## src/rtl/draw_wrarb_if.sv

```systemverilog
// Requester-side and AXI4 write-master bundles for the draw block write arbiter.
// Packed requester buses are {requester1, requester0}.
interface draw_wrarb_req_if;
  logic [1:0]  REQ;
  logic [63:0] ADDR;
  logic [15:0] LEN;
  logic [63:0] WDATA;
  logic [7:0]  WSTRB;
  logic [1:0]  WVALID;
  logic [1:0]  WREADY;
  logic [1:0]  GNT;
  logic [1:0]  DONE;
  logic [1:0]  RESP;
  logic        BUSY;

  modport slave  (input  REQ, ADDR, LEN, WDATA, WSTRB, WVALID,
                  output WREADY, GNT, DONE, RESP, BUSY);
  modport master (output REQ, ADDR, LEN, WDATA, WSTRB, WVALID,
                  input  WREADY, GNT, DONE, RESP, BUSY);
endinterface

interface draw_wrarb_axi_if;
  logic [31:0] M_AXI_AWADDR;
  logic [7:0]  M_AXI_AWLEN;
  logic        M_AXI_AWVALID;
  logic        M_AXI_AWREADY;
  logic [31:0] M_AXI_WDATA;
  logic [3:0]  M_AXI_WSTRB;
  logic        M_AXI_WLAST;
  logic        M_AXI_WVALID;
  logic        M_AXI_WREADY;
  logic [1:0]  M_AXI_BRESP;
  logic        M_AXI_BVALID;
  logic        M_AXI_BREADY;

  modport master (output M_AXI_AWADDR, M_AXI_AWLEN, M_AXI_AWVALID,
                         M_AXI_WDATA, M_AXI_WSTRB, M_AXI_WLAST, M_AXI_WVALID,
                         M_AXI_BREADY,
                  input  M_AXI_AWREADY, M_AXI_WREADY, M_AXI_BRESP, M_AXI_BVALID);
  modport slave  (input  M_AXI_AWADDR, M_AXI_AWLEN, M_AXI_AWVALID,
                         M_AXI_WDATA, M_AXI_WSTRB, M_AXI_WLAST, M_AXI_WVALID,
                         M_AXI_BREADY,
                  output M_AXI_AWREADY, M_AXI_WREADY, M_AXI_BRESP, M_AXI_BVALID);
endinterface

```

## src/rtl/draw_wrarb.sv

```systemverilog
// Round-robin arbiter sharing one AXI4 write master between two internal write
// sources; one burst in flight, sequenced through address, data and response.
module draw_wrarb (
  input logic              CLK,
  input logic              ARST,
  draw_wrarb_req_if.slave  req_if,
  draw_wrarb_axi_if.master axi_if
);

  localparam logic [1:0] ST_IDLE = 2'd0;
  localparam logic [1:0] ST_ADDR = 2'd1;
  localparam logic [1:0] ST_DATA = 2'd2;
  localparam logic [1:0] ST_RESP = 2'd3;

  logic [1:0]  state_q, state_d;
  logic [1:0]  gnt_q, gnt_d;
  logic [31:0] addr_q, addr_d;
  logic [7:0]  len_q, len_d;
  logic [7:0]  cnt_q, cnt_d;
  logic        last_q, last_d;
  logic [1:0]  resp_q, resp_d;

  logic gsel;
  logic win;
  logic inData;
  logic wHs;
  logic wLast;
  logic bHs;

  assign gsel   = gnt_q[1];
  assign inData = (state_q == ST_DATA);
  assign wHs    = inData & req_if.WVALID[gsel] & axi_if.M_AXI_WREADY;
  assign wLast  = inData & (cnt_q == len_q);
  assign bHs    = (state_q == ST_RESP) & axi_if.M_AXI_BVALID;

  // On a tie the requester that was not served last wins.
  always_comb begin
    win = 1'b0;
    case (req_if.REQ)
      2'b10:   win = 1'b1;
      2'b11:   win = ~last_q;
      default: win = 1'b0;
    endcase
  end

  always_comb begin
    state_d = state_q;
    gnt_d   = gnt_q;
    addr_d  = addr_q;
    len_d   = len_q;
    cnt_d   = cnt_q;
    last_d  = last_q;
    resp_d  = resp_q;
    case (state_q)
      ST_IDLE: begin
        if (req_if.REQ != 2'b00) begin
          gnt_d   = win ? 2'b10 : 2'b01;
          addr_d  = win ? req_if.ADDR[63:32] : req_if.ADDR[31:0];
          len_d   = win ? req_if.LEN[15:8] : req_if.LEN[7:0];
          cnt_d   = 8'd0;
          state_d = ST_ADDR;
        end
      end
      ST_ADDR: begin
        if (axi_if.M_AXI_AWREADY) begin
          state_d = ST_DATA;
        end
      end
      ST_DATA: begin
        if (wHs) begin
          cnt_d = cnt_q + 8'd1;
          if (wLast) begin
            state_d = ST_RESP;
          end
        end
      end
      ST_RESP: begin
        if (axi_if.M_AXI_BVALID) begin
          resp_d  = axi_if.M_AXI_BRESP;
          last_d  = gsel;
          gnt_d   = 2'b00;
          state_d = ST_IDLE;
        end
      end
      default: state_d = ST_IDLE;
    endcase
  end

  // LAST resets to requester 1 so requester 0 takes the first tie.
  always_ff @(posedge CLK or posedge ARST) begin
    if (ARST) begin
      state_q <= ST_IDLE;
      gnt_q   <= 2'b00;
      addr_q  <= 32'd0;
      len_q   <= 8'd0;
      cnt_q   <= 8'd0;
      last_q  <= 1'b1;
      resp_q  <= 2'b00;
    end else begin
      state_q <= state_d;
      gnt_q   <= gnt_d;
      addr_q  <= addr_d;
      len_q   <= len_d;
      cnt_q   <= cnt_d;
      last_q  <= last_d;
      resp_q  <= resp_d;
    end
  end

  assign axi_if.M_AXI_AWVALID = (state_q == ST_ADDR);
  assign axi_if.M_AXI_AWADDR  = addr_q;
  assign axi_if.M_AXI_AWLEN   = len_q;

  assign axi_if.M_AXI_WVALID  = inData & req_if.WVALID[gsel];
  assign axi_if.M_AXI_WLAST   = wLast;
  assign axi_if.M_AXI_WDATA   = inData ? (gsel ? req_if.WDATA[63:32] : req_if.WDATA[31:0]) : 32'd0;
  assign axi_if.M_AXI_WSTRB   = inData ? (gsel ? req_if.WSTRB[7:4] : req_if.WSTRB[3:0]) : 4'd0;
  assign axi_if.M_AXI_BREADY  = (state_q == ST_RESP);

  assign req_if.WREADY = inData ? (gsel ? {axi_if.M_AXI_WREADY, 1'b0}
                                        : {1'b0, axi_if.M_AXI_WREADY}) : 2'b00;
  assign req_if.GNT    = gnt_q;
  assign req_if.DONE   = bHs ? gnt_q : 2'b00;
  assign req_if.RESP   = resp_q;
  assign req_if.BUSY   = (state_q != ST_IDLE);

endmodule

```

## src/flat_wrapper.sv

```systemverilog
// flat-port wrapper written by rule: the top's interface ports become plain ports
module draw_wrarb_flat 
  (CLK, ARST, req_if_REQ, req_if_ADDR, req_if_LEN, req_if_WDATA, req_if_WSTRB, req_if_WVALID, req_if_WREADY, req_if_GNT, req_if_DONE, req_if_RESP, req_if_BUSY, axi_if_M_AXI_AWADDR, axi_if_M_AXI_AWLEN, axi_if_M_AXI_AWVALID, axi_if_M_AXI_WDATA, axi_if_M_AXI_WSTRB, axi_if_M_AXI_WLAST, axi_if_M_AXI_WVALID, axi_if_M_AXI_BREADY, axi_if_M_AXI_AWREADY, axi_if_M_AXI_WREADY, axi_if_M_AXI_BRESP, axi_if_M_AXI_BVALID);
  draw_wrarb_req_if req_if_i ();
  draw_wrarb_axi_if axi_if_i ();
  input logic CLK;
  input logic ARST;
  input wire logic [$bits(req_if_i.REQ)-1:0] req_if_REQ;
  input wire logic [$bits(req_if_i.ADDR)-1:0] req_if_ADDR;
  input wire logic [$bits(req_if_i.LEN)-1:0] req_if_LEN;
  input wire logic [$bits(req_if_i.WDATA)-1:0] req_if_WDATA;
  input wire logic [$bits(req_if_i.WSTRB)-1:0] req_if_WSTRB;
  input wire logic [$bits(req_if_i.WVALID)-1:0] req_if_WVALID;
  output wire logic [$bits(req_if_i.WREADY)-1:0] req_if_WREADY;
  output wire logic [$bits(req_if_i.GNT)-1:0] req_if_GNT;
  output wire logic [$bits(req_if_i.DONE)-1:0] req_if_DONE;
  output wire logic [$bits(req_if_i.RESP)-1:0] req_if_RESP;
  output wire logic [$bits(req_if_i.BUSY)-1:0] req_if_BUSY;
  output wire logic [$bits(axi_if_i.M_AXI_AWADDR)-1:0] axi_if_M_AXI_AWADDR;
  output wire logic [$bits(axi_if_i.M_AXI_AWLEN)-1:0] axi_if_M_AXI_AWLEN;
  output wire logic [$bits(axi_if_i.M_AXI_AWVALID)-1:0] axi_if_M_AXI_AWVALID;
  output wire logic [$bits(axi_if_i.M_AXI_WDATA)-1:0] axi_if_M_AXI_WDATA;
  output wire logic [$bits(axi_if_i.M_AXI_WSTRB)-1:0] axi_if_M_AXI_WSTRB;
  output wire logic [$bits(axi_if_i.M_AXI_WLAST)-1:0] axi_if_M_AXI_WLAST;
  output wire logic [$bits(axi_if_i.M_AXI_WVALID)-1:0] axi_if_M_AXI_WVALID;
  output wire logic [$bits(axi_if_i.M_AXI_BREADY)-1:0] axi_if_M_AXI_BREADY;
  input wire logic [$bits(axi_if_i.M_AXI_AWREADY)-1:0] axi_if_M_AXI_AWREADY;
  input wire logic [$bits(axi_if_i.M_AXI_WREADY)-1:0] axi_if_M_AXI_WREADY;
  input wire logic [$bits(axi_if_i.M_AXI_BRESP)-1:0] axi_if_M_AXI_BRESP;
  input wire logic [$bits(axi_if_i.M_AXI_BVALID)-1:0] axi_if_M_AXI_BVALID;
  assign req_if_i.REQ = req_if_REQ;
  assign req_if_i.ADDR = req_if_ADDR;
  assign req_if_i.LEN = req_if_LEN;
  assign req_if_i.WDATA = req_if_WDATA;
  assign req_if_i.WSTRB = req_if_WSTRB;
  assign req_if_i.WVALID = req_if_WVALID;
  assign req_if_WREADY = req_if_i.WREADY;
  assign req_if_GNT = req_if_i.GNT;
  assign req_if_DONE = req_if_i.DONE;
  assign req_if_RESP = req_if_i.RESP;
  assign req_if_BUSY = req_if_i.BUSY;
  assign axi_if_M_AXI_AWADDR = axi_if_i.M_AXI_AWADDR;
  assign axi_if_M_AXI_AWLEN = axi_if_i.M_AXI_AWLEN;
  assign axi_if_M_AXI_AWVALID = axi_if_i.M_AXI_AWVALID;
  assign axi_if_M_AXI_WDATA = axi_if_i.M_AXI_WDATA;
  assign axi_if_M_AXI_WSTRB = axi_if_i.M_AXI_WSTRB;
  assign axi_if_M_AXI_WLAST = axi_if_i.M_AXI_WLAST;
  assign axi_if_M_AXI_WVALID = axi_if_i.M_AXI_WVALID;
  assign axi_if_M_AXI_BREADY = axi_if_i.M_AXI_BREADY;
  assign axi_if_i.M_AXI_AWREADY = axi_if_M_AXI_AWREADY;
  assign axi_if_i.M_AXI_WREADY = axi_if_M_AXI_WREADY;
  assign axi_if_i.M_AXI_BRESP = axi_if_M_AXI_BRESP;
  assign axi_if_i.M_AXI_BVALID = axi_if_M_AXI_BVALID;
  draw_wrarb u_core (.CLK(CLK), .ARST(ARST), .req_if(req_if_i), .axi_if(axi_if_i));
endmodule
```

## config.mk

```make
export PLATFORM = sky130hd
export DESIGN_NAME = draw_wrarb_flat
export DESIGN_NICKNAME = d
export VERILOG_FILES = /design/src/rtl/draw_wrarb_if.sv /design/src/rtl/draw_wrarb.sv /design/src/flat_wrapper.sv
export SDC_FILE = /design/constraint.sdc
export NUM_CORES = 1
export LEC_CHECK = 0
export BUFFER_PORTS_ARGS = -buffer_cell sky130_fd_sc_hd__buf_2
export CORE_AREA = 2 2 99 101
export CTS_BUF_LIST = sky130_fd_sc_hd__clkbuf_4 sky130_fd_sc_hd__clkbuf_8
export DETAILED_ROUTE_END_ITERATION = 7
export DIE_AREA = 0 0 101 103
export PLACE_DENSITY = 0.79
export SLEW_MARGIN = 20
export SYNTH_ARGS = -nofsm -noshare
export SYNTH_HDL_FRONTEND = slang
export SYNTH_SLANG_ARGS = --single-unit
```

## constraint.sdc

```tcl
create_clock -name CLK -period 4.3 [get_ports CLK]
set_input_delay 0.645 -clock CLK [delete_from_list [all_inputs] [get_ports CLK]]
set_output_delay 0.645 -clock CLK [all_outputs]
set_load 0.02 [all_outputs]
```

==> results of run 1 <==
[critical path, delay by kind of cell (launching register included)]
kind / cells / cell delay (ns)
flops: 1 / 0.43
fa+ha+maj: 1 / 0.46
simple gates: 1 / 0.49
buf+inv: 3 / 1.28
[routing by layer]
layer  track usage (%)  wire [um]
met1              19.9       3980
met2              39.1       5850
met3              3.53        767
met4              6.13        219
met5                 0          0
[flip-flops by register name (all words and copies together), names as in the netlist]
name	count
u_core.axi_if.M_AXI_AWADDR	32
u_core.axi_if.M_AXI_AWLEN	8
u_core.cnt_q	8
u_core.req_if.GNT	2
u_core.req_if.RESP	2
u_core.state_q	2
u_core.last_q	1
[cell type report]
class                   count  area [um2]  share of cell area (%)
clock buffers               6        82.6                    1.70
repair buffers            254        1280                    26.3
flip-flops and latches     55        1380                    28.4
clock inverters             2        35.0                   0.720
well taps                 114         143                    2.93
multi-input cells         282        1920                    39.4
inverters                   7        26.3                   0.540
diodes                      1        2.50                  0.0514
[worst max path at each step]
stage | slack [ns] | cells after the start | endpoint | start
2_1_floorplan | 2.09 | 5 | axi_if_M_AXI_WLAST | u_core.state_q[0]$_DFFE_PP0P_
3_3_place_gp | 1.63 | 5 | req_if_WREADY[0] | u_core.state_q[0]$_DFFE_PP0P_
3_5_place_dp | 1.44 | 5 | axi_if_M_AXI_WLAST | u_core.state_q[0]$_DFFE_PP0P_
4_1_cts | 1.09 | 5 | axi_if_M_AXI_WLAST | u_core.state_q[0]$_DFFE_PP0P_
5_1_grt | 0.42 | 5 | axi_if_M_AXI_WLAST | u_core.state_q[0]$_DFFE_PP0P_
6_report | 0.67 | 5 | axi_if_M_AXI_WLAST | u_core.state_q[0]$_DFFE_PP0P_
[cells by family (layout without fill, tap and decap cells)]
| family | count (synthesis) | after routing |
|---|---|---|
| xor gates and xnor gates | 8 | 8 |
| buffers and inverters | 33 | 269 |
| AOI/OAI and AO/OA | 74 | 74 |
| DFF | 55 | 55 |
| adders and majority gates | 5 | 5 |
| other | 0 | 1 |
| muxes | 82 | 82 |
| and+or+nand+nor | 113 | 113 |
[placed cells by master, fill, tap and decap left out, types with 3 or more instances in the layout]
master / netlist / layout
nand2_1: 45 / 45
o21ai_0: 50 / 50
ha_1: 5 / 5
nand3_1: 4 / 4
mux2i_1: 79 / 79
nor3_1: 3 / 3
and3_1: 4 / 4
inv_1: 7 / 5
buf_2: 7 / 251
dfrtp_1: 54 / 53
a21oi_1: 5 / 5
xnor2_1: 8 / 8
clkbuf_8: 0 / 6
nand4_1: 6 / 6
nor2_1: 40 / 40
or3_1: 3 / 3
buf_4: 1 / 3
[power by group through the flow]
stage	clock [mW]	sequential (mW)	combinational [mW]
3_3_place_gp	0	0.983	1.76
4_1_cts	0.375	0.990	1.81
5_1_grt	0.387	1.03	1.94
2_1_floorplan	0	1.13	1.07
6_report	0.362	0.991	1.79
3_5_place_dp	0	0.995	1.81
[stage by stage]
stage               util [%]  area, um2
finish                  51.4       4870
global route            51.4       4870
CTS                     51.4       4860
detailed placement      50.1       4740
global placement        50.1       4740
floorplan                  -       3420
==> flow_summary_export.csv, run 1 <==
group,metric,value,unit
timing,fmax,275,MHz
clock_network,clockRootBuffer,"clkbuf_8",
synthesis,avgSynthCellArea,9.24,um2
worst_setup_path,required,3.65,ns
power,switching_share,48.7,%
synthesis,synth_top_area_share,39.5,%
floorplanning,core-area,9460,um2
place,place.gp.congestion,0.864,
drt,vias,3643,
clock_network,clock_sinks,55,
clock_network,cts_buffers,5,
timing,fin_ws,0.668,ns
synthesis,synth_cells,370,
power,p_switching,1.53,mW
clock_network,cts_buffer_depth,2,
worst_setup_path,critPathMaxStageDelay,0.93,ns
drt,routed_via_density,5.05,
worst_setup_path,critPathSlowestCell,"clkinv_1",
power,power.share.clock,11.5,%
timing,setup_tns,0,ns
clock_network,clkLatencyLatePin,0.31,ns
power,power_frac_comb,56.9,%
synthesis,synth_top_family_by_area,"multiplexers",
worst_setup_path,path_class,"reg2out",
synthesis,synth-seq-area-share,40.3,%
global_route,grt.total_usage,19.3,%
synthesis,ys.flop_type,"dfrtp_1",
power,power_frac_seq,31.6,%
synthesis,yosysMostFrequentCell,"mux2i_1",
clock_network,post_cts_buffers,0,
synthesis,synth_edf_count,0,
timing,relSlewSlack,32.0,%
cells_and_area,fin_cells,721,
synthesis,synth_compound_area_share,12.9,%
synthesis,synth_fa_ha_area_share,1.83,%
global_route,antenna_found_initial,1,
global_route,grt_pass1_wl,15.8,mm
timing,rsz0062_at_grt,"false",
floorplanning,die_area,10400,um2
worst_setup_path,r2r_cells,5,
global_route,grt_start_max_net_pins,45,
floorplanning,die_h,103,um
power,ir_drop,331,uV
cells_and_area,nFillCells,898,
floorplanning,die_w,101,um
drt,postRouteAntennaNets,0,
drt,wl_per_cell,15.0,um
global_route,overflow,0,
synthesis,ys_async_sr_fraction,100,%
floorplanning,start_util,36.1,%
synthesis,yosys-top-cells-count,"mux2i_1 (79), dfrtp_1 (54), o21ai_0 (50)",
worst_setup_path,r2r_end,"u_core.cnt_q[2]$_DFFE_PP0P_",
global_route,first_global_vias,3403,
place,pre_cts_slack,1.44,ns
cells_and_area,drive_above_1_share,44.7,%
clock_network,postCtsHoldBufs,0,
cells_and_area,fin_nets,773,
synthesis,synth_warnings,0,
clock_network,ctsResizeCount,0,
power,power.leakage,2.68,nW
timing,final.min_clock_period,3.63,ns
worst_setup_path,cp.arrival,2.99,ns
place,dpl.hpwl,8.79,mm
timing,fin_skew,0.00836,ns
timing,hold_viol_final,0,
timing,fin_crit_sh,84.5,%
drt,drt_iter0_markers,104,
synthesis,ys_ff_latch,55,
synthesis,synth_largest_area_cell,"dfrtp_1",
power,p_int,1.61,mW
timing,tightest_slew,1.01,ns
power,powerDensity,645,nW/um2
timing,setup_violations,0,
drt,firstDrtPassIters,5,
clock_network,cts_htree_levels,2,
hold_path,worst_hold_path_type,"in2async",
worst_setup_path,crit_chain,"inv_1 > ha_1 > clkinv_1 > nor3_1 > buf_2",
worst_setup_path,cp-end-kind,"output port",
worst_setup_path,crit_fanout,41,
synthesis,synthMuxAreaShare,24.2,%
synthesis,synthTopCellsByArea,"dfrtp_1 (40%), mux2i_1 (23%), o21ai_0 (7.3%)",
synthesis,synth-xor-area-share,2.05,%
status,outcome,"completed",
worst_setup_path,r2r-start,"u_core.state_q[0]$_DFFE_PP0P_",
synthesis,synth_fp_nets,538,
power,power.total,3.14,mW
cells_and_area,area_growth,42.4,%
floorplanning,fp-row-count,36,
floorplanning,ios,252,
place,dp_cells,712,
run,drv_cap,0,
drt,drt-total-wl,10.8,mm
drt,drc,0,
timing,whs,0.336,ns
place,numPortBuffers,251,
worst_setup_path,worst-r2r-setup-slack,1.50,ns
synthesis,synthDistinctLibCells,43,
synthesis,yosys.area_share.simple,14.4,%
clock_network,path_clk_slew,0.10,ns
timing,maxSlewViolCount,0,
clock_network,cts_tree,"built",
worst_setup_path,start_kind,"flop",
synthesis,netlist_area,3420,um2
(Power assumes the default switching activity.)
==> run 2, diff against run 1 <==
ABC_AREA = 1   (was unset)
PLACE_DENSITY = 0.78   (was 0.79)
clock period = 3.4 ns   (was 4.3 ns; I/O delays follow)
==> run 2 against run 1 <==
  * Worst setup slack improved by 0.27 ns
  * Synthesized area fell by 3.5%
  * Non-clock buffer count increased by 4
  * Wire length increased by 4.7%
  * Clock skew fell by 0.0024 ns
  * Largest cell class unchanged
==> flow_summary_export.csv, run 2 <==
group,metric,value,unit
worst_setup_path,r2r_cells,8,
drt,wl_per_cell,13.7,um
global_route,overflow,0,
timing,hold_viol_final,0,
place,postPlaceCellArea,4620,um2
timing,fin_ws,0.937,ns
cells_and_area,area_growth,44.2,%
place,pre_cts_slack,1.25,ns
timing,whs,0.327,ns
synthesis,synth_largest_area_cell,"dfrtp_1",
run,drv_cap,0,
cells_and_area,design_area,4760,um2
worst_setup_path,required,2.89,ns
status,outcome,"completed",
timing,rsz0062_at_grt,"false",
synthesis,synth_top_area_share,41.0,%
clock_network,cts_buffers,5,
cells_and_area,drive_above_1_share,38.8,%
clock_network,clkLatencyLatePin,0.30,ns
synthesis,synthDistinctLibCells,29,
timing,maxSlewViolCount,0,
synthesis,synth_fp_nets,646,
synthesis,synthTopCellsByArea,"dfrtp_1 (41%), nand2_1 (22%), a31oi_1 (6.8%)",
worst_setup_path,path_delay_family,"buffers and inverters",
synthesis,synth-seq-area-share,41.8,%
clock_network,cts_htree_levels,2,
power,power.leakage,2.59,nW
worst_setup_path,cp-end-kind,"output port",
synthesis,yosys-top-cells-count,"nand2_1 (191), dfrtp_1 (54), nor2_1 (48)",
global_route,antenna_found_initial,1,
synthesis,ys_ff_latch,55,
worst_setup_path,crit_fanout,43,
worst_setup_path,r2r-start,"u_core.state_q[0]$_DFFE_PP0P_",
synthesis,yosysMostFrequentCell,"nand2_1",
synthesis,ys.flop_type,"dfrtp_1",
timing,tightest_slew,0.761,ns
drt,drc,0,
floorplanning,ios,252,
floorplanning,core-area,9460,um2
floorplanning,fp-row-count,36,
cells_and_area,largest_reg_flops,32,
clock_network,ctsResizeCount,0,
timing,fin_crit_sh,72.5,%
clock_network,cts_buffer_depth,2,
timing,setup_violations,0,
drt,firstDrtPassIters,4,
cells_and_area,final_cell_mix,"buf_2 (251), nand2_1 (191), dfrtp_1 (54), nor2_1 (48), a21oi_1 (37)",
clock_network,postCtsHoldBufs,0,
worst_setup_path,start_kind,"flop",
cells_and_area,nFillCells,994,
timing,fin_skew,0.00592,ns
worst_setup_path,cp.arrival,1.95,ns
worst_setup_path,critPathSlowestCell,"inv_2",
timing,fmax,406,MHz
worst_setup_path,critPathBufInv,3,
synthesis,synth_cells,478,
synthesis,ys_async_sr_fraction,100,%
floorplanning,die_area,10400,um2
global_route,grt_pass1_wl,16.8,mm
drt,drt-total-wl,11.3,mm
place,place.gp.congestion,0.890,
timing,relSlewSlack,49.2,%
worst_setup_path,path_class,"reg2out",
floorplanning,die_w,101,um
worst_setup_path,r2r_end,"u_core.cnt_q[0]$_DFFE_PP0P_",
timing,setup_tns,0,ns
synthesis,synth_edf_count,0,
synthesis,avgSynthCellArea,6.90,um2
drt,drt_iter0_markers,198,
global_route,grt.total_usage,20.7,%
clock_network,post_cts_buffers,0,
floorplanning,start_util,34.9,%
drt,postRouteAntennaNets,0,
worst_setup_path,worst-r2r-setup-slack,1.27,ns
global_route,first_global_vias,3418,
power,ir_drop,389,uV
global_route,grt_start_max_net_pins,44,
place,dpl.hpwl,8.93,mm
floorplanning,die_h,103,um
clock_network,cts_tree,"built",
timing,final.min_clock_period,2.46,ns
cells_and_area,fin_nets,880,
worst_setup_path,crit_chain,"inv_1 > ha_1 > inv_2 > nor3_1 > buf_2",
place,numPortBuffers,251,
power,powerDensity,849,nW/um2
drt,vias,3931,
cells_and_area,final_common_cell,"buf_2",
clock_network,clockRootBuffer,"clkbuf_8",
worst_setup_path,critPathMaxStageDelay,0.54,ns
clock_network,path_clk_slew,0.10,ns
synthesis,synth_warnings,0,
drt,routed_via_density,4.75,
synthesis,netlist_area,3300,um2
clock_network,clock_sinks,55,
hold_path,worst_hold_path_type,"in2async",
run 2: worst max path at each step:
stage	depth (start not counted)	endpoint	start	slack [ns]
after floorplan	6	req_if_WREADY[1]	u_core.state_q[0]$_DFFE_PP0P_	1.34
after global placement	5	req_if_WREADY[1]	u_core.state_q[0]$_DFFE_PP0P_	1.26
after detailed placement	5	req_if_WREADY[1]	u_core.state_q[0]$_DFFE_PP0P_	1.25
after CTS	5	req_if_WREADY[1]	u_core.state_q[0]$_DFFE_PP0P_	0.90
after global routing	5	req_if_WREADY[1]	u_core.state_q[0]$_DFFE_PP0P_	0.76
final	5	req_if_WREADY[1]	u_core.state_q[0]$_DFFE_PP0P_	0.94
run 2: layout make-up:
class | count | area, um2 | area share (%)
diodes | 1 | 2.50 | 0.0526
flip-flops and latches | 55 | 1380 | 29.0
multi-input cells | 368 | 1700 | 35.7
clock buffers | 6 | 76.3 | 1.60
inverters | 24 | 90.1 | 1.89
repair buffers | 258 | 1310 | 27.5
well taps | 114 | 143 | 3.00
clock inverters | 2 | 60.1 | 1.26
run 2: logic make-up (layout without fill, tap and decap cells):
family / after synthesis / count (layout) / share of synthesized area [%]
and+or+nand+nor: 258 / 258 / 30.3
AOI/OAI and AO/OA: 97 / 97 / 16.8
DFF: 55 / 55 / 41.8
buffers and inverters: 55 / 290 / 6.98
xor gates and xnor gates: 6 / 6 / 1.59
adders and majority gates: 5 / 5 / 1.90
muxes: 2 / 2 / 0.683
other: 0 / 1 / 0
run 2: per-layer routing:
metal	share of wire, %	vias to the layer above	track usage [%]
li1	-	2018	-
met1	41	1731	26.2
met2	49	169	36.5
met3	8.6	11	4.54
met4	0.96	2	4.26
met5	0.11	-	0
run 2: worst reg2reg max path, delay by kind of cell (launching register included):
kind / cells / cell delay, ns
adder cells (fa/ha/maj): 1 / 0.31
buffers and inverters: 3 / 0.76
AND/OR/NAND/NOR: 2 / 0.37
flip-flops: 1 / 0.40
AO/OA/AOI/OAI: 2 / 0.18
run 2: where the power goes:
group | internal [mW] | switching [mW] | total (mW)
clock | 0.303 | 0.215 | 0.518
combinational | 0.787 | 1.59 | 2.38
sequential | 0.956 | 0.190 | 1.15
total | 2.05 | 1.99 | 4.04
run 2: per-stage QoR:
step,power (mW),cells,util [%]
after floorplan,2.80,478,-
after global placement,3.53,819,48.8
after detailed placement,3.56,819,48.8
after CTS,4.08,827,50.3
after global routing,4.39,827,50.3
final,4.04,828,50.3
==> run 3, diff against run 2 <==
ABC_AREA = 0   (was 1)
CORE_AREA = 2 2 96 98   (was 2 2 99 101)
DIE_AREA = 0 0 98 100   (was 0 0 101 103)
PLACE_DENSITY = 0.83   (was 0.78)
clock period = 2.4 ns   (was 3.4 ns; I/O delays follow)
==> run 3 against run 2 <==
  * Clock power grew 23%
  * Final cell count shrank 13%
  * Design area grew 4.1%
  * Critical path depth grew 1
  * Register-to-register slack lost 0.86 ns
  * Die area shrank 5.8%
  * Non-clock buffer count is the same
  * Critical endpoint is now axi_if_M_AXI_WDATA[21]
  * Largest power group unchanged
==> flow_summary_export.csv, run 3 (same netlist as run 1, synthesis figures left out) <==
group,metric,value,unit
power,power.share.clock,11.1,%
clock_network,cts_tree,"built",
floorplanning,die_area,9800,um2
cells_and_area,area_growth,44.9,%
floorplanning,ios,252,
cells_and_area,multiInputGateArea,1920,um2
global_route,grt.total_usage,20.8,%
cells_and_area,seq_area,1380,um2
timing,setup_violations,0,
cells_and_area,fin_nets,777,
run,drv_cap,0,
cells_and_area,nFillCells,788,
place,numPortBuffers,251,
timing,maxSlewViolCount,0,
global_route,grt_pass1_wl,16.6,mm
place,place.gp.congestion,0.934,
drt,drc,0,
cells_and_area,fin_cells,721,
floorplanning,start_util,38.4,%
floorplanning,fp-row-count,35,
cells_and_area,diodes,0,
drt,vias,3704,
worst_setup_path,crit_fanout,29,
drt,routed_via_density,5.14,
worst_setup_path,required,2.04,ns
worst_setup_path,cp-end-kind,"output port",
power,power.leakage,2.73,nW
floorplanning,core-area,8890,um2
timing,relSlewSlack,39.4,%
floorplanning,die_w,98,um
power,ir_drop,450,uV
timing,fmax,448,MHz
power,switching_share,48.0,%
power,powerDensity,1160,nW/um2
global_route,overflow,0,
place,dpl.hpwl,8.83,mm
drt,wl_per_cell,15.1,um
drt,postRouteAntennaNets,0,
timing,setup_tns,0,ns
clock_network,cts_buffers,5,
cells_and_area,largest_reg_flops,32,
drt,drt_iter0_markers,107,
cells_and_area,final_cell_mix,"buf_2 (251), mux2i_1 (79), dfrtp_1 (53), o21ai_0 (50), nand2_1 (45)",
status,outcome,"completed",
clock_network,postCtsHoldBufs,0,
place,dp_cells,713,
timing,fin_crit_sh,93.0,%
cells_and_area,drive_above_1_share,45.1,%
timing,fin_skew,0.00622,ns
power,p_switching,2.76,mW
worst_setup_path,cp.arrival,1.87,ns
clock_network,post_cts_buffers,0,
worst_setup_path,start_kind,"flop",
timing,final.min_clock_period,2.23,ns
worst_setup_path,path_class,"reg2out",
timing,rsz0062_at_grt,"false",
timing,tightest_slew,0.905,ns
cells_and_area,final_common_cell,"buf_2",
clock_network,path_clk_slew,0.10,ns
power,p_int,2.99,mW
timing,hold_viol_final,0,
global_route,grt_start_max_net_pins,43,
global_route,antenna_found_initial,0,
clock_network,clockRootBuffer,"clkbuf_8",
clock_network,cts_htree_levels,2,
global_route,first_global_vias,3571,
clock_network,ctsResizeCount,0,
cells_and_area,final_util,55.7,%
clock_network,clock_sinks,55,
hold_path,worst_hold_path_type,"in2async",
drt,drt-total-wl,10.9,mm
clock_network,cts_buffer_depth,2,
drt,firstDrtPassIters,7,
floorplanning,die_h,100,um
clock_network,clkLatencyLatePin,0.30,ns
power,power_frac_comb,60.4,%
power,power_frac_seq,28.5,%
run 3: changes by cell type in the layout (fill, tap and decap cells not counted), sizes merged, moves of 6 or more:
cell,previous run,this run
nand2,192,45
mux2i,0,79
nand3,10,4
inv,24,7
a21oi,39,5
o21ai,13,51
nor2,49,40
a31oi,36,2
run 3: through the flow:
stage / power, mW / hold slack, ns / cell area (um2) / worst slack [ns]
2_1_floorplan: 3.95 / 0.492 / 3420 / 0.477
3_3_place_gp: 5.02 / 0.460 / 4830 / 0.535
3_5_place_dp: 5.15 / 0.466 / 4830 / 0.421
4_1_cts: 5.79 / 0.134 / 4950 / 0.160
5_1_grt: 6.14 / 0.166 / 4950 / 0.0314
6_report: 5.75 / 0.122 / 4950 / 0.169
run 3: path summary, 6_finish.rpt:
| check | from | to | slack [ns] | depth (start not counted) |
|---|---|---|---|---|
| min reg2reg | u_core.axi_if.M_AXI_AWADDR[14]$_DFFE_PP0P_ | u_core.axi_if.M_AXI_AWADDR[14]$_DFFE_PP0P_ | 0.48 | 2 |
| max in group asynchronous | ARST | u_core.axi_if.M_AXI_AWLEN[4]$_DFFE_PP0P_ | 1.71 | 3 |
| max reg2reg | u_core.state_q[0]$_DFFE_PP0P_ | u_core.cnt_q[6]$_DFFE_PP0P_ | 0.41 | 7 |
| min in group CLK | axi_if_M_AXI_BRESP[0] | u_core.req_if.RESP[0]$_DFFE_PP0P_ | 0.30 | 2 |
| max | u_core.state_q[0]$_DFFE_PP0P_ | axi_if_M_AXI_WDATA[21] | 0.17 | 6 |
| min | ARST | u_core.axi_if.M_AXI_AWADDR[16]$_DFFE_PP0P_ | 0.12 | 2 |
run 3: power by group through the flow:
| stage | combinational, mW | clock (mW) | sequential, mW |
|---|---|---|---|
| after detailed placement | 3.50 | 0 | 1.65 |
| final | 3.47 | 0.636 | 1.64 |
| after CTS | 3.49 | 0.654 | 1.64 |
| after floorplan | 1.92 | 0 | 2.03 |
| after global routing | 3.76 | 0.682 | 1.70 |
| after global placement | 3.38 | 0 | 1.63 |
run 3: layout make-up:
cell class | instances | share of cell area [%]
clock inverters | 2 | 0.708
clock buffers | 6 | 1.67
multi-input cells | 282 | 38.7
inverters | 7 | 0.531
repair buffers | 258 | 27.7
well taps | 111 | 2.81
flip-flops and latches | 55 | 27.9
run 3: worst max-delay path, cell delays in order (launching register included):
cell,delay [ns]
dfrtp_1,0.41
inv_1,0.09
ha_1,0.26
inv_1,0.34
buf_12,0.23
nor2_1,0.07
buf_2,0.16
run 3: per-layer routing:
| metal | part of all wire (%) | wire length (um) | vias up | track usage, % |
|---|---|---|---|---|
| met2 | 54 | 5890 | 194 | 41.1 |
| met5 | 0 | 0 | - | 0 |
| met4 | 1.7 | 184 | 0 | 6.41 |
| li1 | - | - | 1778 | - |
| met1 | 37 | 4000 | 1710 | 22.3 |
| met3 | 7.2 | 780 | 22 | 3.62 |
